<file path="src/rtl/mac_accumulator.sv">
// ---------------------------------------------------------------------------
// mac_accumulator
//
// Purpose:
//   Sums each group of LEN consecutive unsigned products into an ACC_W-bit
//   result (dot product / multiply-accumulate). It sits downstream of the 4x4
//   shift-add multiplier. Products arrive over a valid/ready handshake.
//   Finished results leave over a second valid/ready handshake, each with an
//   overflow flag.
//
// Build option:
//   MAC_ACCUMULATOR_SATURATE_EN - when defined, a carry out of ACC_W clamps
//   the accumulator to all-ones for the rest of the group. When undefined
//   (default), the accumulator wraps modulo 2^ACC_W. Overflow is reported in
//   both builds. Handshake and timing are the same in both builds.
//
// Parameters:
//   PROD_W - product width (default 8)
//   ACC_W  - accumulator/result width, must be >= PROD_W (default 10)
//   LEN    - products per result, 1..255 (default 4)
//
// Ports:
//   clk        in   rising-edge clock
//   rst_n      in   asynchronous active-low reset
//   clear      in   synchronous abort; drops the partial sum or pending result
//   prod_in    in   [PROD_W-1:0] unsigned product
//   prod_valid in   prod_in is valid
//   prod_ready out  block accepts prod_in this cycle
//   sum_out    out  [ACC_W-1:0] group result
//   sum_valid  out  sum_out/overflow are valid
//   sum_ready  in   downstream accepts sum_out
//   overflow   out  result exceeded 2^ACC_W-1
//   busy       out  at least one product of the current group accepted
// ---------------------------------------------------------------------------
module mac_accumulator #(
    parameter int PROD_W = 8,
    parameter int ACC_W  = 10,
    parameter int LEN    = 4
) (
    input  logic              clk,
    input  logic              rst_n,
    input  logic              clear,
    input  logic [PROD_W-1:0] prod_in,
    input  logic              prod_valid,
    output logic              prod_ready,
    output logic [ACC_W-1:0]  sum_out,
    output logic              sum_valid,
    input  logic              sum_ready,
    output logic              overflow,
    output logic              busy
);

    // A 1-bit counter still works for LEN=1, where cnt stays at zero.
    localparam int CNT_W = (LEN > 1) ? $clog2(LEN) : 1;
    localparam int EXT_W = ACC_W + 1 - PROD_W;

    typedef enum logic {
        ST_ACC  = 1'b0,
        ST_DONE = 1'b1
    } state_t;

    state_t             state_reg;
    state_t             state_next;
    logic [ACC_W-1:0]   acc_reg;
    logic [CNT_W-1:0]   cnt_reg;
    logic               ovf_reg;
    logic [ACC_W-1:0]   sum_out_reg;
    logic               overflow_reg;

    logic               prod_fire;
    logic               sum_fire;
    logic               last_prod;
    logic [ACC_W:0]     add_full;
    logic               add_carry;
    logic [ACC_W-1:0]   acc_upd;

    // ------------------------------------------------------------------
    // Adder: zero-extended product plus accumulator. The extra top bit
    // carries the overflow out of ACC_W.
    // ------------------------------------------------------------------
    assign add_full  = {1'b0, acc_reg} + {{EXT_W{1'b0}}, prod_in};
    assign add_carry = add_full[ACC_W];

`ifdef MAC_ACCUMULATOR_SATURATE_EN
    // A group stays clamped once it has overflowed, even if later adds
    // would not carry again (for example, adding zero).
    assign acc_upd = (add_carry || ovf_reg) ? {ACC_W{1'b1}} : add_full[ACC_W-1:0];
`else
    assign acc_upd = add_full[ACC_W-1:0];
`endif

    assign prod_fire = prod_valid & prod_ready;
    assign sum_fire  = sum_valid & sum_ready;
    assign last_prod = (cnt_reg == CNT_W'(LEN - 1));

    // ------------------------------------------------------------------
    // FSM: state register
    // ------------------------------------------------------------------
    always_ff @(posedge clk or negedge rst_n) begin
        if (!rst_n) begin
            state_reg <= ST_ACC;
        end else begin
            state_reg <= state_next;
        end
    end

    // ------------------------------------------------------------------
    // FSM: next-state logic. clear overrides every other transition.
    // ------------------------------------------------------------------
    always_comb begin
        state_next = state_reg;
        if (clear) begin
            state_next = ST_ACC;
        end else begin
            case (state_reg)
                ST_ACC: begin
                    if (prod_fire && last_prod) begin
                        state_next = ST_DONE;
                    end
                end
                ST_DONE: begin
                    // A result can be consumed here, but a product cannot be
                    // accepted: prod_ready is low in DONE. This creates the
                    // one-cycle bubble.
                    if (sum_fire) begin
                        state_next = ST_ACC;
                    end
                end
                default: state_next = ST_ACC;
            endcase
        end
    end

    // ------------------------------------------------------------------
    // FSM: outputs decoded from the current state
    // ------------------------------------------------------------------
    always_comb begin
        prod_ready = 1'b0;
        sum_valid  = 1'b0;
        busy       = 1'b0;
        case (state_reg)
            ST_ACC: begin
                prod_ready = 1'b1;
                busy       = (cnt_reg != '0);
            end
            ST_DONE: begin
                sum_valid = 1'b1;
            end
            default: begin
                prod_ready = 1'b0;
            end
        endcase
    end

    // ------------------------------------------------------------------
    // Datapath registers
    // ------------------------------------------------------------------
    always_ff @(posedge clk or negedge rst_n) begin
        if (!rst_n) begin
            acc_reg      <= '0;
            cnt_reg      <= '0;
            ovf_reg      <= 1'b0;
            sum_out_reg  <= '0;
            overflow_reg <= 1'b0;
        end else if (clear) begin
            // A product offered alongside clear is dropped on purpose.
            acc_reg      <= '0;
            cnt_reg      <= '0;
            ovf_reg      <= 1'b0;
            overflow_reg <= 1'b0;
        end else if (state_reg == ST_ACC) begin
            if (prod_fire) begin
                if (last_prod) begin
                    sum_out_reg  <= acc_upd;
                    overflow_reg <= ovf_reg | add_carry;
                    ovf_reg      <= ovf_reg | add_carry;
                    acc_reg      <= '0;
                    cnt_reg      <= '0;
                end else begin
                    acc_reg <= acc_upd;
                    cnt_reg <= cnt_reg + CNT_W'(1);
                    ovf_reg <= ovf_reg | add_carry;
                end
            end
        end else begin
            // DONE: the result is held until it is consumed. Then the
            // sticky flag is cleared so it is ready for the next group.
            if (sum_fire) begin
                ovf_reg <= 1'b0;
            end
        end
    end

    assign sum_out  = sum_out_reg;
    assign overflow = overflow_reg;

endmodule

</file>
<file path="config.mk">
export PLATFORM = sky130hd
export DESIGN_NAME = mac_accumulator
export DESIGN_NICKNAME = d
export VERILOG_FILES = /design/src/rtl/mac_accumulator.sv
export SDC_FILE = /design/constraint.sdc
export NUM_CORES = 1
export LEC_CHECK = 0
export CAP_MARGIN = 0
export CORE_MARGIN = 4
export CORE_UTILIZATION = 54
export DETAILED_ROUTE_END_ITERATION = 6
export PLACE_DENSITY = 0.92
export REMOVE_ABC_BUFFERS = 1
export SETUP_SLACK_MARGIN = 0.05
export SLEW_MARGIN = 10
export SYNTH_ARGS = -nofsm -noshare
export SYNTH_HDL_FRONTEND = slang
export SYNTH_SLANG_ARGS = --single-unit
</file>
<file path="constraint.sdc">
create_clock -name clk -period 5.9 [get_ports clk]
set_clock_uncertainty 0.15 [all_clocks]
set_input_delay 1.18 -clock clk [delete_from_list [all_inputs] [get_ports clk]]
set_output_delay 1.18 -clock clk [all_outputs]
set_load 0.01 [all_outputs]
</file>
== Word level (Yosys, flattened, before mapping) ==
Index checks and enable logic that the tools add are counted.

* Shift operators: 0
* Add/subtract/negate cells: 2
* Multipliers: 0
* Eq/ne operators: 3
* Reduce and logical (&&, ||, !) cells: 9
* $lt $le $gt $ge: 0
* Bitwise operators: 5
* Divide/modulo/power cells: 0
* Mux-type cells: 23

{| class="wikitable"
|+ Operators by type and width
! cell !! number
|-
| $mux 10 || 4
|-
| $mux 1 || 14
|-
| $add 10x8->11 || 1
|-
| $mux 2 || 4
|-
| $reduce_bool 2->1 || 3
|-
| $reduce_and 2->1 || 2
|-
| $reduce_and 4->1 || 1
|-
| $ne 3x2->1 const B || 1
|-
| $reduce_and 3->1 || 1
|-
| $reduce_bool 3->1 || 1
|-
| $add 2x1->2 const B || 1
|-
| $and 1x1->1 || 2
|-
| $eq 2x2->1 const B || 1
|-
| $ne 2x2->1 const B || 1
|-
| $not 1->1 || 2
|-
| $pmux 1 s2 || 1
|-
| $logic_and 1x1->1 || 1
|-
| $or 1x1->1 || 1
|}

* Logic and storage cells: 48
* Register bits after elaboration: 25
* Bits in read-only memories: 0
* Memories: 0
* Latch bits: 0
* Output and inout port bits: 14
* Input bits: 13
* Memory bits (writable): 0

== Longest topological paths before layout ==
* Word-level depth: 6
* Mapped depth: 7
* Mapped depth without buffers: 7

== Least setup slack after synthesis ==
Ideal clock, no wire load.

* Kind: input-to-reg
* From: input port prod_in[0]
* To: register overflow_reg (netlist: overflow)
* Cell stages on the path: 7
* Required time: 5,614 ps
* Slack: 3,090 ps
* Arrival time: 2,524 ps
* Cells stage by stage: ha_1 > fa_1 > nand3_1 > a21oi_1 > nand3b_1 > a311oi_1 > nor3_1

* Cells in the longest elaborated chain, start to end: 6

{| class="wikitable"
|+ RTL lines
! element !! RTL line !! source
|-
| from (decl) || 43 || <nowiki>input logic [PROD_W-1:0] prod_in,</nowiki>
|-
| $add 10x8->11 || 81 || <nowiki>assign add_full = {1'b0, acc_reg} + {{EXT_W{1'b0}}, prod_in};</nowiki>
|-
| $or 1x1->1 || 175 || <nowiki>overflow_reg <= ovf_reg | add_carry;</nowiki>
|-
| $mux 1 || 173 || <nowiki>if (last_prod) begin</nowiki>
|-
| $mux 1 || 172 || <nowiki>if (prod_fire) begin</nowiki>
|-
| $mux 1 || 171 || <nowiki>end else if (state_reg == ST_ACC) begin</nowiki>
|-
| $mux 1 || 165 || <nowiki>end else if (clear) begin</nowiki>
|-
| to (signal assigned) || 175 ||
|-
| to (decl) || 68 || <nowiki>logic overflow_reg;</nowiki>
|}

Every way passes these cells. The select of a mux whose other input is x is not followed.
A chain may end at the register's enable or synchronous reset.

== Final worst setup path ==
Ends and elaborated chain as after synthesis.

==> metrics.md <==
| Metric | Value |
|---|---|
| Status | complete, no violations |
| Clock root buffer master | sky130_fd_sc_hd__clkbuf_4 |
| Crit path time final | 3130 ps |
| Slew at the pin with the worst max-slew slack | 1120 ps |
| Kind of end point of the critical path | flip-flop |
| Sequential share of the synthesized area | 0.457 |
| Number of standard cells in the final layout excluding fillers | 191 |
| DR DRC count | 0 |
| Compound-cell area share of the yosys netlist | 0.180 |
| Starting utilization of the core area | 0.591 |
| 1st-iter DRT viols | 22 |
| Overall Global Routing Usage | 0.192 |
| Filler cell count | 166 |
| Postcts setup bufs | 0 |
| Met2 capacity usage during global routing | 0.316 |
| Number of H-tree branching levels | 1 |
| Critical R2R Capture | overflow |
| CP Cell Sequence | clkdlybuf4s50_1 > ha_1 > fa_1 > nand3_1 > a21oi_1 > nand3b_1 > a311oi_1 > nor3_1 |
| Fraction of final layout cells with drive strength greater than 1 | 0.0552 |
| Worst max-slew margin expressed relative to the limit | 0.252 |
| Synthesized netlist cell count | 138 |
| Number of antenna cells inserted | 0 |
| Largest incremental delay on the critical path | 420 ps |
| Master of the slowest instance on the critical path | sky130_fd_sc_hd__clkdlybuf4s50_1 |
| Critical register-to-register path startpoint | acc_reg[0] |
| CTS tree | yes |
| Top cell type by total area after synthesis | sky130_fd_sc_hd__dfrtp_1 |
| Destination of the worst hold path | sum_out[5] |
| Critical path data required time | 5960 ps |
| Number of pins exceeding their max-slew limit in the final report | 0 |
| CTS Buf Count | 3 |
| Area of the die | 3410 um^2 |
| Average vias per placed instance | 5.84 |
| Wire length of the first global-routing pass | 5.03 mm |
| Largest net degree at the start of global routing | 26 |
| Final-report hold violation count | 0 |
| Routing usage on met3 | 0.0329 |
| Clock Power Share | 0.174 |
| Internal power contribution | 0.300 mW |
| Total of warnings raised by yosys | 0 |
| Flip-flop and latch count after synthesis | 25 |
| Worst hold path cell count | 2 |
| Top-Level Pins | 27 |
| Netlist cell types | 38 |
| Simple-gate share of the synthesized area | 0.159 |
| Family with the most delay on the worst path | adder cells |
| Achievable clock frequency | 320 MHz |
| Total routed wirelength | 3.08 mm |
| Highest ir drop seen on vdd | 0.000185 V |
| Gp weighted congestion | 0.861 |
| Origin of the worst min-delay path | sum_out[5] |
| Unrepaired setup endpoints after global routing | no |
| Multiplexer share of the synthesized area | 0.00822 |
| Fin Setup TNS | 0 ps |
| Hold bufs inserted after CTS | 0 |
| Number of clock sinks | 25 |
| Vias post-DR | 1115 |
| Avg Synthesized Cell Area | 9.93 um^2 |
| Length in cells of the worst reg-to-reg path | 7 |
| Final Net Count | 188 |
| Period utilisation layout | 0.530 |
| Standard-cell row count | 17 |
| GR Util met1 | 0.254 |
| Arrival time at the worst endpoint | 3190 ps |
| Post-detailed-route count of antenna-violating nets | 0 |
| Type of the worst setup path | in2reg |
| Switching portion of total power | 0.329 |
| Total of endpoints with negative setup slack in the final report | 0 |
| Nature of the critical path startpoint | primary input |
| Net load switching power | 0.148 mW |
| Cell total after placement | 187 |
| Clock Latency Late Sink | 320 ps |
| Detail-routed net length per standard cell | 16.1 um |
| XOR/XNOR Fraction of Synth Area | 0.0511 |
| Share of the core filled with cells | 0.713 |
| Crit Path Max Fanout | 5 |
| Combined area of all synthesized cells | 1370 um^2 |
| Worst path bufs/invs | 1 |
| GR Overflow Total | 0 |
| Power density cells | 271 nW/um^2 |
| Main combinational cell family by area after synthesis | compound AO/OA/AOI/OAI gates |
| Core box area | 2320 um^2 |
| Static power due to leakage | 0.770 nW |
| FF-to-FF setup slack | 3660 ps |
| Top cell type's share of synthesized area | 0.457 |
| Vias in the first global route | 1097 |
| Number of antenna violations at the first check in global routing | 0 |
| First-pass iteration count of the detailed router | 4 |
| Adder-cell share of the synthesized area | 0.106 |
| Number of violations of the max-capacitance limit | 0 |
| Detailed-placement wirelength estimate | 2.27 mm |
| Area growth syn-to-layout | 20.6% |
| Port Buf Inserts | 26 |
| Post-CTS Resized | 0 |
| Ranking of synthesized cells by area | sky130_fd_sc_hd__dfrtp_1, sky130_fd_sc_hd__ha_1, sky130_fd_sc_hd__nand2_1 |
| Highest-utilization routing layer at the global route stage | met2 |
| Part of the power in combinational logic | 0.347 |
| Floorplan die width | 58.4 um |
| Worst hold path type | reg2reg |
| Die H | 58.4 um |
| Max clock buf depth | 2 |
| Clock input transition at the sequential cells of the worst setup and hold paths | 140 ps |
| Share of power burned in registers | 0.479 |
-- worst min-delay path, delay by kind of cell, from the launching register on --
family	cells	cell delay (ps)
flops	1	370
simple gates	2	100
-- area by class of cell --
cell class,instances,area (um^2),area share
Tap cell,28,35.0,0.0212
Clock buffer,4,26.3,0.0159
Multi-Input combinational cell,104,691,0.418
Timing Repair Buffer,26,260,0.157
Sequential cell,25,626,0.379
Inverter,4,15.0,0.00908
-- per-stage QoR --
| stage | area, um^2 | setup WS [ps] | total power [mW] | hold slack [ps] |
|---|---|---|---|---|
| after CTS | 1650 | 2810 | 0.448 | 347 |
| after global routing | 1650 | 2730 | 0.476 | 384 |
| after global placement | 1630 | 2580 | 0.362 | 307 |
| final | 1650 | 2770 | 0.448 | 348 |
| after detailed placement | 1630 | 2470 | 0.370 | 316 |
| after floorplan | 1330 | 3100 | 0.304 | 304 |
-- synth_stat cells --
library cell,number
sky130_fd_sc_hd__buf_4,2
sky130_fd_sc_hd__a311oi_1,1
sky130_fd_sc_hd__buf_8,1
sky130_fd_sc_hd__a21o_1,3
sky130_fd_sc_hd__o21ai_1,1
sky130_fd_sc_hd__clkbuf_1,1
sky130_fd_sc_hd__a211oi_1,1
sky130_fd_sc_hd__a22o_1,7
sky130_fd_sc_hd__o21ai_0,5
sky130_fd_sc_hd__o221ai_1,1
sky130_fd_sc_hd__fa_1,1
sky130_fd_sc_hd__xor2_1,2
sky130_fd_sc_hd__nor2b_1,2
sky130_fd_sc_hd__nand2b_1,1
sky130_fd_sc_hd__o211ai_1,1
sky130_fd_sc_hd__nand2_2,1
sky130_fd_sc_hd__nand3b_1,1
sky130_fd_sc_hd__nand2_1,28
sky130_fd_sc_hd__or3_1,1
sky130_fd_sc_hd__and2_1,1
sky130_fd_sc_hd__ha_1,10
sky130_fd_sc_hd__nand4_1,3
sky130_fd_sc_hd__dfrtp_1,25
sky130_fd_sc_hd__xnor2_1,6
sky130_fd_sc_hd__or2_1,1
sky130_fd_sc_hd__mux2_2,1
sky130_fd_sc_hd__o21a_1,1
sky130_fd_sc_hd__a21oi_1,11
sky130_fd_sc_hd__nor2_2,2
sky130_fd_sc_hd__a31oi_1,1
sky130_fd_sc_hd__nor2_1,4
sky130_fd_sc_hd__o21bai_1,1
sky130_fd_sc_hd__inv_1,4
sky130_fd_sc_hd__a21o_2,1
sky130_fd_sc_hd__nor3_1,1
sky130_fd_sc_hd__nand3_1,2
sky130_fd_sc_hd__buf_2,1
sky130_fd_sc_hd__a2bb2oi_2,1
-- power groups by stage --
stage / combinational (mW) / clock [mW] / sequential, mW
CTS: 0.155 / 0.0785 / 0.215
finish: 0.156 / 0.0779 / 0.215
global route: 0.169 / 0.0885 / 0.219
global placement: 0.146 / 0 / 0.216
detailed placement: 0.152 / 0 / 0.219
floorplan: 0.0824 / 0 / 0.222
-- metal layers --
metal / routed length [um] / part of all wire / vias to the layer above
li1: - / - / 531
met1: 1330 / 0.43 / 539
met2: 1560 / 0.51 / 40
met3: 149 / 0.048 / 5
met4: 40 / 0.013 / 0
met5: 0 / 0 / -
-- cell usage in the layout (no fill, tap or decap), drive strengths merged, types with 3 or more instances in the layout --
cell,instances
a22o,7
a21o,4
nor2,6
clkdlybuf4s50,26
dfrtp,25
clkbuf,4
inv,4
ha,10
nand2,29
xnor2,6
nand4,3
a21oi,11
o21ai,6
-- cells by family after synthesis --
kind of cell / after synthesis
buf+inv: 9
simple gates: 48
xor+xnor: 8
compound gates: 36
fa+ha+maj: 11
mux: 1
flops: 25
-- how the worst max path moves through the flow --
stage	from	end	cells after the start
2_1_floorplan	prod_in[0]	overflow	7
3_5_place_dp	prod_in[0]	overflow	8
4_1_cts	prod_in[0]	overflow	8
5_1_grt	prod_in[0]	overflow	8
3_3_place_gp	prod_in[0]	overflow	8
6_report	prod_in[0]	overflow	8
Power figures use the tool's default switching activity.
